### config.mk
export PLATFORM = sky130hd
export DESIGN_NAME = rv_byte_packer_flat
export DESIGN_NICKNAME = d
export VERILOG_FILES = /design/src/rtl/rv_packer_pkg.sv /design/src/rtl/rv_byte_packer_if.sv /design/src/rtl/rv_packer_logic.sv /design/src/rtl/rv_byte_packer.sv /design/src/flat_wrapper.sv
export SDC_FILE = /design/constraint.sdc
export NUM_CORES = 1
export LEC_CHECK = 0
export CAP_MARGIN = 10
export CORE_ASPECT_RATIO = 1.75
export CORE_MARGIN = 5
export CORE_UTILIZATION = 25
export CTS_CLUSTER_DIAMETER = 100
export DETAILED_ROUTE_END_ITERATION = 12
export PLACE_DENSITY = 0.4
export SLEW_MARGIN = 15
export SYNTH_ARGS = -nofsm -noshare
export SYNTH_HDL_FRONTEND = slang
export SYNTH_HIERARCHICAL = 1
export SYNTH_SLANG_ARGS = --single-unit
### constraint.sdc
create_clock -name clock_port -period 2.7 [get_ports clock_port]
set_input_delay 0.27 -clock clock_port [delete_from_list [all_inputs] [get_ports clock_port]]
set_output_delay 0.27 -clock clock_port [all_outputs]
set_load 0.03 [all_outputs]
### src/rtl/rv_packer_pkg.sv
// rv_packer_pkg: shared constants, lane type and final-beat helper for rv_byte_packer.
// Contents: RV_PACKER_MAX_RATIO, lane_t, is_final().
package rv_packer_pkg;
    localparam int RV_PACKER_MAX_RATIO = 16;
    typedef logic [$clog2(RV_PACKER_MAX_RATIO)-1:0] lane_t;
    function automatic logic is_final(input lane_t lane, input int ratio, input logic last);
        return (int'(lane) == ratio - 1) | last;
    endfunction
endpackage

### src/rtl/rv_byte_packer_if.sv
// rv_byte_packer_if: byte-in / word-out ready/valid bundle for rv_byte_packer.
// Signals: input_port_{data,valid,ready}, output_port_{data,valid,ready};
// input_port_last and output_port_bytes only when RV_PACKER_FLUSH_EN is defined.
// Modports: master = producer/consumer side (testbench), slave = packer side.
interface rv_byte_packer_if #(
    parameter int DATA_WIDTH = 8,
    parameter int RATIO = 4
);
    logic [DATA_WIDTH-1:0]       input_port_data;
    logic                        input_port_valid;
    logic                        input_port_ready;
    logic [DATA_WIDTH*RATIO-1:0] output_port_data;
    logic                        output_port_valid;
    logic                        output_port_ready;
`ifdef RV_PACKER_FLUSH_EN
    logic                        input_port_last;
    logic [$clog2(RATIO):0]      output_port_bytes;
    modport master (
        output input_port_data, input_port_valid, input_port_last, output_port_ready,
        input  input_port_ready, output_port_data, output_port_valid, output_port_bytes
    );
    modport slave (
        input  input_port_data, input_port_valid, input_port_last, output_port_ready,
        output input_port_ready, output_port_data, output_port_valid, output_port_bytes
    );
`else
    modport master (
        output input_port_data, input_port_valid, output_port_ready,
        input  input_port_ready, output_port_data, output_port_valid
    );
    modport slave (
        input  input_port_data, input_port_valid, output_port_ready,
        output input_port_ready, output_port_data, output_port_valid
    );
`endif
endinterface

### src/rtl/rv_packer_logic.sv
// rv_packer_logic: control half of rv_byte_packer (lane counter, output valid flag,
// input ready and load/write enables).
// Ports: clock_port, reset_port (sync, active-low), in_valid_i, in_last_i, out_ready_i,
// in_ready_o, out_valid_o, load_o (final beat accepted), wr_o (non-final beat accepted), lane_o.
module rv_packer_logic
    import rv_packer_pkg::*;
#(
    parameter int RATIO = 4
) (
    input  logic  clock_port,
    input  logic  reset_port,
    input  logic  in_valid_i,
    input  logic  in_last_i,
    input  logic  out_ready_i,
    output logic  in_ready_o,
    output logic  out_valid_o,
    output logic  load_o,
    output logic  wr_o,
    output lane_t lane_o
);
    lane_t lane_q, lane_d;
    logic  valid_q, valid_d, fin, acc;
    // Only a word-closing beat needs the output register, so only it can stall.
    always_comb begin
        fin        = is_final(lane_q, RATIO, in_last_i);
        in_ready_o = reset_port & (~fin | ~valid_q | out_ready_i);
        acc        = in_valid_i & in_ready_o;
        load_o     = acc & fin;
        wr_o       = acc & ~fin;
        lane_d     = load_o ? '0 : acc ? lane_t'(lane_q + 1'b1) : lane_q;
        valid_d    = load_o | (valid_q & ~out_ready_i);
    end
    always_ff @(posedge clock_port) begin
        if (!reset_port) begin
            lane_q  <= '0;
            valid_q <= 1'b0;
        end else begin
            lane_q  <= lane_d;
            valid_q <= valid_d;
        end
    end
    assign out_valid_o = valid_q;
    assign lane_o      = lane_q;
endmodule

### src/rtl/rv_byte_packer.sv
// rv_byte_packer: packs RATIO consecutive DATA_WIDTH beats (little-endian lanes) into one registered word.
// Ports: clock_port, reset_port (sync, active-low), bus (rv_byte_packer_if.slave).
// Optional feature macro: RV_PACKER_FLUSH_EN adds input_port_last / output_port_bytes partial words.
module rv_byte_packer
    import rv_packer_pkg::*;
#(
    parameter int DATA_WIDTH = 8,
    parameter int RATIO = 4
) (
    input logic              clock_port,
    input logic              reset_port,
    rv_byte_packer_if.slave  bus
);
    localparam int WW = DATA_WIDTH * RATIO;
    lane_t                              lane;
    logic                               last, load, wr;
    logic [DATA_WIDTH*(RATIO-1)-1:0]    asm_q, asm_d;
    logic [WW-1:0]                      asm_x, out_q, out_d;
`ifdef RV_PACKER_FLUSH_EN
    assign last = bus.input_port_last;
`else
    assign last = 1'b0;
`endif
    rv_packer_logic #(.RATIO(RATIO)) u_logic (
        .clock_port  (clock_port),
        .reset_port  (reset_port),
        .in_valid_i  (bus.input_port_valid),
        .in_last_i   (last),
        .out_ready_i (bus.output_port_ready),
        .in_ready_o  (bus.input_port_ready),
        .out_valid_o (bus.output_port_valid),
        .load_o      (load),
        .wr_o        (wr),
        .lane_o      (lane)
    );
    // Zero top lane so the load mux can index RATIO lanes uniformly.
    assign asm_x = {{DATA_WIDTH{1'b0}}, asm_q};
    // On load: lanes below the current lane come from assembly, the current lane is the
    // incoming beat, lanes above are zero (only reachable on an early last beat).
    always_comb begin
        asm_d = asm_q;
        out_d = out_q;
        if (wr)
            asm_d[int'(lane)*DATA_WIDTH +: DATA_WIDTH] = bus.input_port_data;
        if (load)
            for (int i = 0; i < RATIO; i++)
                out_d[i*DATA_WIDTH +: DATA_WIDTH] = (i < int'(lane)) ? asm_x[i*DATA_WIDTH +: DATA_WIDTH] :
                                                    (i == int'(lane)) ? bus.input_port_data : '0;
    end
    always_ff @(posedge clock_port) begin
        if (!reset_port) begin
            asm_q <= '0;
            out_q <= '0;
        end else begin
            asm_q <= asm_d;
            out_q <= out_d;
        end
    end
    assign bus.output_port_data = out_q;
`ifdef RV_PACKER_FLUSH_EN
    localparam int BW = $clog2(RATIO) + 1;
    logic [BW-1:0] bytes_q;
    always_ff @(posedge clock_port) begin
        if (!reset_port)
            bytes_q <= '0;
        else if (load)
            bytes_q <= BW'(int'(lane) + 1);
    end
    assign bus.output_port_bytes = bytes_q;
`endif
endmodule
### src/flat_wrapper.sv
// flat-port wrapper written by rule: the top's interface ports become plain ports
module rv_byte_packer_flat import rv_packer_pkg::*;
#(
    parameter int DATA_WIDTH = 8,
    parameter int RATIO = 4
)
  (clock_port, reset_port, bus_input_port_data, bus_input_port_valid, bus_output_port_ready, bus_input_port_ready, bus_output_port_data, bus_output_port_valid);
  rv_byte_packer_if #(.DATA_WIDTH(DATA_WIDTH), .RATIO(RATIO)) bus_i ();
  input logic clock_port;
  input logic reset_port;
  input wire logic [$bits(bus_i.input_port_data)-1:0] bus_input_port_data;
  input wire logic [$bits(bus_i.input_port_valid)-1:0] bus_input_port_valid;
  input wire logic [$bits(bus_i.output_port_ready)-1:0] bus_output_port_ready;
  output wire logic [$bits(bus_i.input_port_ready)-1:0] bus_input_port_ready;
  output wire logic [$bits(bus_i.output_port_data)-1:0] bus_output_port_data;
  output wire logic [$bits(bus_i.output_port_valid)-1:0] bus_output_port_valid;
  assign bus_i.input_port_data = bus_input_port_data;
  assign bus_i.input_port_valid = bus_input_port_valid;
  assign bus_i.output_port_ready = bus_output_port_ready;
  assign bus_input_port_ready = bus_i.input_port_ready;
  assign bus_output_port_data = bus_i.output_port_data;
  assign bus_output_port_valid = bus_i.output_port_valid;
  rv_byte_packer #(.DATA_WIDTH(DATA_WIDTH), .RATIO(RATIO)) u_core (.clock_port(clock_port), .reset_port(reset_port), .bus(bus_i));
endmodule
# Yosys cells after proc, flatten, opt, wreduce, memory -nomap -nowiden
# Index checks and enable logic that the tools add are counted.
[op_classes] n_eq_ne=4 add_sub_neg=2 n_mux=9 n_shift=2 reduce_logical=2 n_bitwise=12 order_cmp=4
[ops] operator="8-bit two-way mux" n=8
[ops] operator="7-bit negator with 33-bit output" n=1
[ops] operator="8-bit by 33-bit variable shift with 24-bit output (first input constant)" n=1
[ops] operator="8-bit by 33-bit variable part select with 24-bit output" n=1
[ops] operator="24-bit bitwise mux" n=1
[ops] operator="3-bit by 4-bit equality test with 1-bit output (first input constant)" n=2
[ops] operator="1-bit by 4-bit less-than comparator with 1-bit output (first input constant)" n=2
[ops] operator="2-bit by 4-bit less-than comparator with 1-bit output (first input constant)" n=2
[ops] operator="1-bit bitwise AND" n=5
[ops] operator="4-bit by 1-bit adder with 4-bit output (second input constant)" n=1
[ops] operator="2-bit by 4-bit equality test with 1-bit output (first input constant)" n=1
[ops] operator="4-bit by 3-bit equality test with 1-bit output (second input constant)" n=1
[ops] operator="4-bit logical NOT" n=1
[ops] operator="1-bit NOT" n=4
[ops] operator="1-bit OR" n=3
[ops] operator="2-bit OR reduction" n=1
[totals] wordCells=39 ff_bits=61 in_bits=12

# Longest topological paths before layout
# Gate-level depths: netlist of the first run.
[logic_depth] ltp_word=8 depth_mapped=8 ltp_nobuf=7

# By module
# Netlist of the first run, hierarchy kept.
[modules_own_cells] mod="rv_byte_packer" cells_per_inst=270 instances=1 area_each_um2=2469.9
[modules_own_cells] mod="rv_packer_logic" cells_per_inst=36 instances=1 area_each_um2=316.6

# Worst setup path after synthesis of the first run
# No wires, ideal clock.
[synth_timing] kind="reg-to-reg" startpoint="register u_core.u_logic.lane_q[0], in the netlist u_core/u_logic/lane_o[0]" endpoint="register u_core.out_q[22], in the netlist u_core/bus.output_port_data[22]" stages_incl_launch_ff=9 t_required_ps=2563 synth_period_minus_slack_ps=2286 arrival_ps=2149 slack_ps=414 cell_sequence="dfxtp_1 > ha_1 > nor3b_1 > nor2_1 > nor2_1 > clkbuf_1 > clkbuf_1 > clkbuf_1 > a31oi_1"
[synth_between] elab_chain_len=7 word_cells_on_any_way=11 classes_between="1 x order compare; 2 x eq/ne; 2 x mux; 6 x bitwise"
[synth_lines] item="start: declaration" line_no="rv_packer_logic.sv:21" source="lane_t lane_q, lane_d;"
[synth_lines] item="start signal: assignment" line_no="rv_packer_logic.sv:38" source="lane_q <= lane_d;"
[synth_lines] item="4-bit by 3-bit equality test with 1-bit output (*)" line_no="rv_packer_pkg.sv:7" source="return (int'(lane) == ratio - 1) | last;"
[synth_lines] item="1-bit NOT" line_no="rv_packer_logic.sv:26" source="in_ready_o = reset_port & (~fin | ~valid_q | out_ready_i);"
[synth_lines] item="1-bit OR (2 in a row)" line_no="rv_packer_logic.sv:26"
[synth_lines] item="1-bit bitwise AND" line_no="rv_packer_logic.sv:26"
[synth_lines] item="1-bit bitwise AND" line_no="rv_packer_logic.sv:27" source="acc = in_valid_i & in_ready_o;"
[synth_lines] item="1-bit bitwise AND (*)" line_no="rv_packer_logic.sv:28" source="load_o = acc & fin;"
[synth_lines] item="via u_core.load" line_no="rv_byte_packer.sv:16" source="logic last, load, wr;"
[synth_lines] item="end signal: assignment" line_no="rv_byte_packer.sv:56" source="out_q <= out_d;"
[synth_lines] item="end: declaration" line_no="rv_byte_packer.sv:18" source="logic [WW-1:0] asm_x, out_q, out_d;"
# Mark *: on every way through the listed nets, which the timed path passes. The rest lies on a longest branch.
# A chain may end at the register's enable or synchronous reset.

# Final worst setup path of the first run
[layout_timing] startpoint="register u_core.u_logic.lane_q[0], in the netlist u_core/u_logic/lane_o[0]" endpoint="output port bus_input_port_ready"
[layout_between] elab_chain_len=5
[layout_lines] item="4-bit by 3-bit equality test with 1-bit output" line_no="rv_packer_pkg.sv:7"
[layout_lines] item="1-bit NOT" line_no="rv_packer_logic.sv:26"
[layout_lines] item="1-bit OR (2 in a row)" line_no="rv_packer_logic.sv:26"
[layout_lines] item="1-bit bitwise AND" line_no="rv_packer_logic.sv:26"
[layout_lines] item="end: declaration" line_no="flat_wrapper.sv:14" source="output wire logic [$bits(bus_i.input_port_ready)-1:0] bus_input_port_ready;"
# No other way between the ends.

==> key figures, run 1 <==
Outcome
  – Status: finished, final reports clean

GRT
  – Aggregate global-route resource usage: 12.6%
  – Pin count of the biggest net entering global routing: between 60 and 70
  – Initial antenna violation count: 0
  – First-pass GRT wire length: about 13 mm
  – Vias in the first global route: about 2400
  – Global route total overflow: 0

Logic synthesis
  – Cell Area, Synth: ~2800 µm²
  – Gate Count Post-Synth: around 310
  – Syn_area_per_cell: around 9.1 µm²
  – Yosys cell types: 42
  – Post-synthesis sequential area ratio: between 40% and 50%
  – Async SR Flop Fraction: 0%
  – Synth Register Bits: 61
  – Post-synth top flop: dfxtp_1
  – Post-synth EDFFs: 0
  – Ys Warns: 6

STA
  – Setup TNS Final: 0 ns
  – Fmax: roughly 400 MHz
  – Layout Skew: between 0.003 and 0.004 ns
  – Min Tclk post-route: between 2 and 2.5 ns
  – Final setup violation count: 0
  – Period utilization: about nine tenths
  – Slew HR: a little under three fifths
  – Unrepaired setup endpoints after global routing: no
  – Slew Viols, Final: 0
  – Final hold violations: 0
  – Slew at the pin closest to its max-slew limit: 0.646 ns

Drt
  – DRC: 0
  – 1st-iter DRT viols: 95
  – First-pass DRT Iterations: 4
  – Vias: roughly 2300
  – Antenna Nets Post-Route: 0
  – Total wire length: slightly above 8 mm
  – DR WL/cell: roughly 17 µm
  – Drt via density: about 4.7

Placement
  – DP HPWL: approximately 5.7 mm
  – Gpl congestion: roughly 0.8
  – Port Buf Inserts: 45

Worst setup path
  – Crit path max fanout: 11
  – Worst path max stage delay: approximately 0.66 ns
  – Critical path type: flop to output port
  – CP Data Arrival Time: around 2.2 ns
  – Crit-path slowest cell: clkdlybuf4s50_1
  – Cell chain of the critical path: ha_1 > nor3b_2 > nor2_1 > o21a_1 > clkdlybuf4s50_1
  – Worst setup EP type: output port
  – Worst EP required: roughly 2.4 ns
  – Startpoint Class: flop
  – Buffers & Inverters on Critical Path: 1
  – Cell family with most CP delay: buffers and inverters

Floorplan
  – Core area: ~11000 µm²
  – Die Wd: approximately 90 µm
  – I/O pin count: 46
  – Initial Util: around a quarter
  – Die H: about 150 µm
  – Full die area: approximately 13000 µm²
  – Std-Cell Rows: 51

Power
  – P per Cell Area: slightly above 600 nW/µm²
  – Lkg Pwr: around 1.5 nW
  – Worst VDD drop: 303 µV

Clock network
  – CTS clk-pin slew, worst paths: 0.05 ns
  – Num Clock Sinks: 61
  – Root Driver: clkbuf_16
  – CTS H-tree depth: 3
  – Worst skew pair latency: 0.33 ns
  – CTS tree: done
  – # hold bufs at CTS: 0
  – Cts bufs inserted: 9
  – Post-CTS sizing: 1
  – Max Root-Sink Buffers: 2
  – Post-CTS Setup Repair Bufs: 0

Finish
  – Finished Core Util: 33.4%
  – # diodes: 0
  – Area growth from synthesis to layout: 32.2%
  – Fraction of layout cells with a size suffix above 1: 11.4%
  – Final nets: between 300 and 400

Hold path
  – Min-delay worst type: input pin to flop

Job
  – Max Cap Viol: 0
## synthesized netlist by cell type, types with 2 or more instances
cell type       n  area (µm²)
dfxtp_1        61        1220
nand2_1        41         154
mux2i_1        33         330
o21ai_0        25         125
nand3_1        21         105
a21oi_1        18        90.1
nor2b_1        18         113
a31oi_1        16         100
clkbuf_1       12        45.0
nand2b_1        9        56.3
ha_1            7        87.6
inv_1           6        22.5
buf_2           3        15.0
and3_2          2        15.0
buf_4           2        15.0
dlygate4sd1_1   2        17.5
nor2_1          2        7.51
nor3b_1         2        15.0
o21a_1          2        15.0
or3_1           2        12.5
## cell families (layout without fill, tap and decap cells)
group / Yosys count / count (layout) / synth area share [%]
simple gates: 108 / 108 / 21.1
buf+inv: 27 / 75 / 4.76
xor+xnor: 1 / 1 / 0.314
mux: 33 / 33 / 11.9
other cells: 1 / 6 / 0.135
fa+ha+maj: 7 / 7 / 3.14
compound gates: 68 / 68 / 14.8
flops: 61 / 61 / 43.8
## final cells by class
| cell class | count | area, µm² |
|---|---|---|
| fill | 1155 | 7360 |
| multi-input combinational | 223 | 1460 |
| sequential | 61 | 1220 |
| timing repair buffer | 53 | 518 |
| clock buffer | 13 | 270 |
| tap | 132 | 165 |
| inverter | 6 | 22.5 |
| clock inverter | 3 | 18.8 |
## cell usage in the layout (no fill, tap or decap), drive strengths merged, types with 3 or more instances in the layout
| cell | instances |
|---|---|
| a21oi | 19 |
| a31oi | 16 |
| buf | 9 |
| clkbuf | 13 |
| clkdlybuf4s50 | 44 |
| clkinv | 3 |
| conb | 6 |
| dfxtp | 61 |
| ha | 7 |
| inv | 6 |
| mux2i | 33 |
| nand2 | 41 |
| nand2b | 9 |
| nand3 | 21 |
| nor2b | 18 |
| o21ai | 25 |
| or3 | 3 |
## final timing paths
check                           startpoint                       end  slack [ns]  cells past startpoint
setup reg to reg  u_core/u_logic/lane_o[1]          u_core/asm_q[14]        0.51                      5
hold reg to reg            u_core/asm_q[1]           u_core/asm_q[1]        0.46                      2
setup / recovery  u_core/u_logic/lane_o[0]      bus_input_port_ready        0.25                      5
hold / removal                  reset_port  u_core/u_logic/lane_o[2]        0.27                      2
## where the power goes
| part | internal [W] | leakage [nW] | switching, W |
|---|---|---|---|
| clock | 0.000694 | 0.146 | 0.000408 |
| combinational | 0.0000915 | 0.833 | 0.000142 |
| sequential | 0.000925 | 0.496 | 0.0000152 |
| total | 0.00171 | 1.47 | 0.000566 |
## registers in the layout, summed over array words and instances (netlist names)
signal,cells
u_core/u_logic/lane_o,4
u_core/u_logic/out_valid_o,1
u_core/bus.output_port_data,32
u_core/asm_q,24
## metal layers
layer / part of all wire (%) / wire length [µm] / vias up / GRT usage (%)
met4: 3.3 / 274 / 0 / 6.96
met3: 3.4 / 283 / 17 / 2.67
met2: 54 / 4450 / 50 / 22.5
met5: 0 / 0 / - / 0
met1: 39 / 3210 / 1094 / 13.8
li1: - / - / 1165 / -
## stage by stage
stage / std cells / worst slack, ns / cell area (µm²) / hold WS [ns] / total power, W
finish: 491 / 0.251 / 3680 / 0.267 / 0.00228
floorplan: 311 / 0.414 / 2810 / 0.417 / 0.00109
global placement: 475 / 0.365 / 3390 / 0.444 / 0.00120
detailed placement: 475 / 0.326 / 3390 / 0.454 / 0.00120
global route: 491 / 0.136 / 3680 / 0.274 / 0.00237
CTS: 491 / 0.0205 / 3680 / 0.261 / 0.00231
Note: power is estimated with default switching activity, not from simulation.
==> run 2, diff against run 1 <==
MAX_ROUTING_LAYER = met4   (was not set)
==> run 2 against run 1 <==
Compared with the run above:
- sequential share of layout area unchanged
- register-to-register slack hardly changed
- via count down 0.34%
- sequential cell count unchanged
- clock skew grew 0.00052 ns
- clock-buffer cell count did not move
- global-route usage up 0.40 points
- setup slack gained 0.0025 ns
- worst hold slack barely moved
- maximum frequency increased by 0.10%
==> key figures, run 2 (synthesis gave the netlist of run 1 again) <==
Outcome
  – Status: finished, final reports clean

Finish
  – Register area: ~1200 µm²
  – Most frequent cells in the layout: 59 x dfxtp_1, 44 x clkdlybuf4s50_1, 41 x nand2_1
  – Final nets: roughly 370
  – # diodes: 0
  – Commonest non-fill, non-tap cell in the layout: dfxtp_1
  – Area growth from synthesis to layout: 32.2%
  – Multi-input logic area: about 1500 µm²
  – Fraction of layout cells with a size suffix above 1: 11.4%
  – Max FFs per register: 32
  – Fillers: 1155

STA
  – Final hold violations: 0
  – Layout Skew: between 0.004 and 0.005 ns
  – Worst hold slack: about 0.27 ns
  – Unrepaired setup endpoints after global routing: no
  – Min Tclk post-route: roughly 2.4 ns
  – Setup TNS Final: 0 ns
  – Slew at the pin closest to its max-slew limit: 0.652 ns
  – Fmax: just over 400 MHz
  – Slew Viols, Final: 0
  – Worst setup margin: approximately 0.25 ns
  – Slew HR: a little under three fifths
  – Final setup violation count: 0
  – Period utilization: between 90% and 100%

Worst setup path
  – Worst setup EP type: output port
  – Critical path type: flop to output port
  – CP Data Arrival Time: roughly 2.2 ns
  – Worst EP required: 2.43 ns
  – Crit Reg-Reg Startpoint: u_core/u_logic/lane_o[1]
  – R2r setup slk: roughly 0.5 ns
  – Startpoint Class: flop
  – Cell count of the worst reg-to-reg path: 5
  – Capturing point of the worst reg2reg path: u_core/asm_q[14]
  – Crit path max fanout: 11

Clock network
  – Post-CTS Setup Repair Bufs: 0
  – Worst skew pair latency: 0.33 ns
  – Cts bufs inserted: 9
  – # hold bufs at CTS: 0
  – CTS clk-pin slew, worst paths: around 0.05 ns
  – Max Root-Sink Buffers: 2
  – CTS tree: done
  – Root Driver: clkbuf_16
  – CTS H-tree depth: 3
  – Num Clock Sinks: 61

GRT
  – Pin count of the biggest net entering global routing: between 60 and 70
  – Initial antenna violation count: 0
  – Global route total overflow: 0
  – Vias in the first global route: ~2400
  – Aggregate global-route resource usage: roughly an eighth
  – First-pass GRT wire length: 13.1 mm

Power
  – Switching Fraction: about a quarter
  – Gate power share: around a tenth
  – Sequential share of power: 41.2%
  – Lkg Pwr: 1.47 nW
  – Internal Power: about 0.0017 W
  – P per Cell Area: just over 600 nW/µm²
  – Sw Pwr: about 0.00057 W
  – Clock share of power: between 40% and 50%
  – Worst VDD drop: 307 µV

Placement
  – Gpl congestion: ~0.81
  – Setup WS pre-CTS: about 0.33 ns
  – Port Buf Inserts: 45
  – DP HPWL: between 5 and 6 mm

Drt
  – Drt via density: ~4.7
  – 1st-iter DRT viols: 117
  – DR WL/cell: about 17 µm
  – Vias: roughly 2300
  – Antenna Nets Post-Route: 0
  – DRC: 0
  – First-pass DRT Iterations: 4
  – Total wire length: between 8 and 9 mm

Floorplan
  – I/O pin count: between 40 and 50
  – Std-Cell Rows: slightly above 50
  – Die H: around 150 µm
  – Full die area: about 13000 µm²
  – Core area: 11000 µm²
  – Die Wd: around 90 µm
  – Initial Util: about 25%

Hold path
  – Min-delay worst type: input pin to flop
  – Hold worst-path end: u_core/u_logic/lane_o[2]
  – Hold depth: 2
  – Hold Crit Start: reset_port

Job
  – Max Cap Viol: 0
run 2: power groups by stage:
stage	registers [W]	clock network (W)	logic, W
2_1_floorplan	0.000994	0	0.0000980
3_3_place_gp	0.000960	0	0.000238
3_5_place_dp	0.000960	0	0.000238
4_1_cts	0.000941	0.00114	0.000238
5_1_grt	0.000943	0.00118	0.000254
6_report	0.000940	0.00111	0.000234
run 2: per-stage QoR:
step	util (%)	std cells	instance area [µm²]	power, W
floorplan	-	311	2810	0.00109
global placement	30.7	475	3390	0.00120
detailed placement	30.7	475	3390	0.00120
CTS	33.3	491	3680	0.00231
global route	33.4	491	3680	0.00237
finish	33.4	491	3680	0.00228
run 2: layer usage:
metal	wire [µm]	global-route usage, %	part of all wire (%)	up-vias
met2	4440	22.5	54	53
met5	0	-	0	-
met1	3180	13.9	39	1084
met3	314	2.57	3.8	18
met4	282	6.96	3.4	0
li1	-	-	-	1163
run 2: worst max-delay path by stage:
stage / end / slack [ns] / cells past startpoint / start
finish: bus_input_port_ready / 0.25 / 5 / u_core/u_logic/lane_o[0]
global route: bus_input_port_ready / 0.14 / 5 / u_core/u_logic/lane_o[0]
CTS: bus_input_port_ready / 0.02 / 5 / u_core/u_logic/lane_o[1]
detailed placement: bus_input_port_ready / 0.33 / 5 / u_core/u_logic/lane_o[0]
global placement: bus_input_port_ready / 0.37 / 5 / u_core/u_logic/lane_o[0]
floorplan: u_core/bus.output_port_data[22] / 0.41 / 8 / u_core/u_logic/lane_o[0]
run 2: repair_timing:
action                     CTS  global route
setup endpoints to repair    1             1
gates resized for setup      1             2
gates cloned                 0             0
run 2: final cells by class:
cell class / instances / area share, %
clock buffers: 13 / 7.34
clock inverters: 3 / 0.510
inverters: 6 / 0.612
multi-input cells: 223 / 39.8
flip-flops and latches: 61 / 33.2
well taps: 132 / 4.49
repair buffers: 53 / 14.1
run 2: critical path, stage by stage, from the launching register on:
cell and delay [ns]:
dfxtp_2 0.39, ha_1 0.25, nor3b_2 0.18, nor2_1 0.22, o21a_1 0.14, clkdlybuf4s50_1 0.66
==> run 3, diff against run 2 <==
ABC_CLOCK_PERIOD_IN_PS = 2700   (was not set)
==> results of run 3 <==
No change in the layout: final DEF, timing and power equal those of run 2.
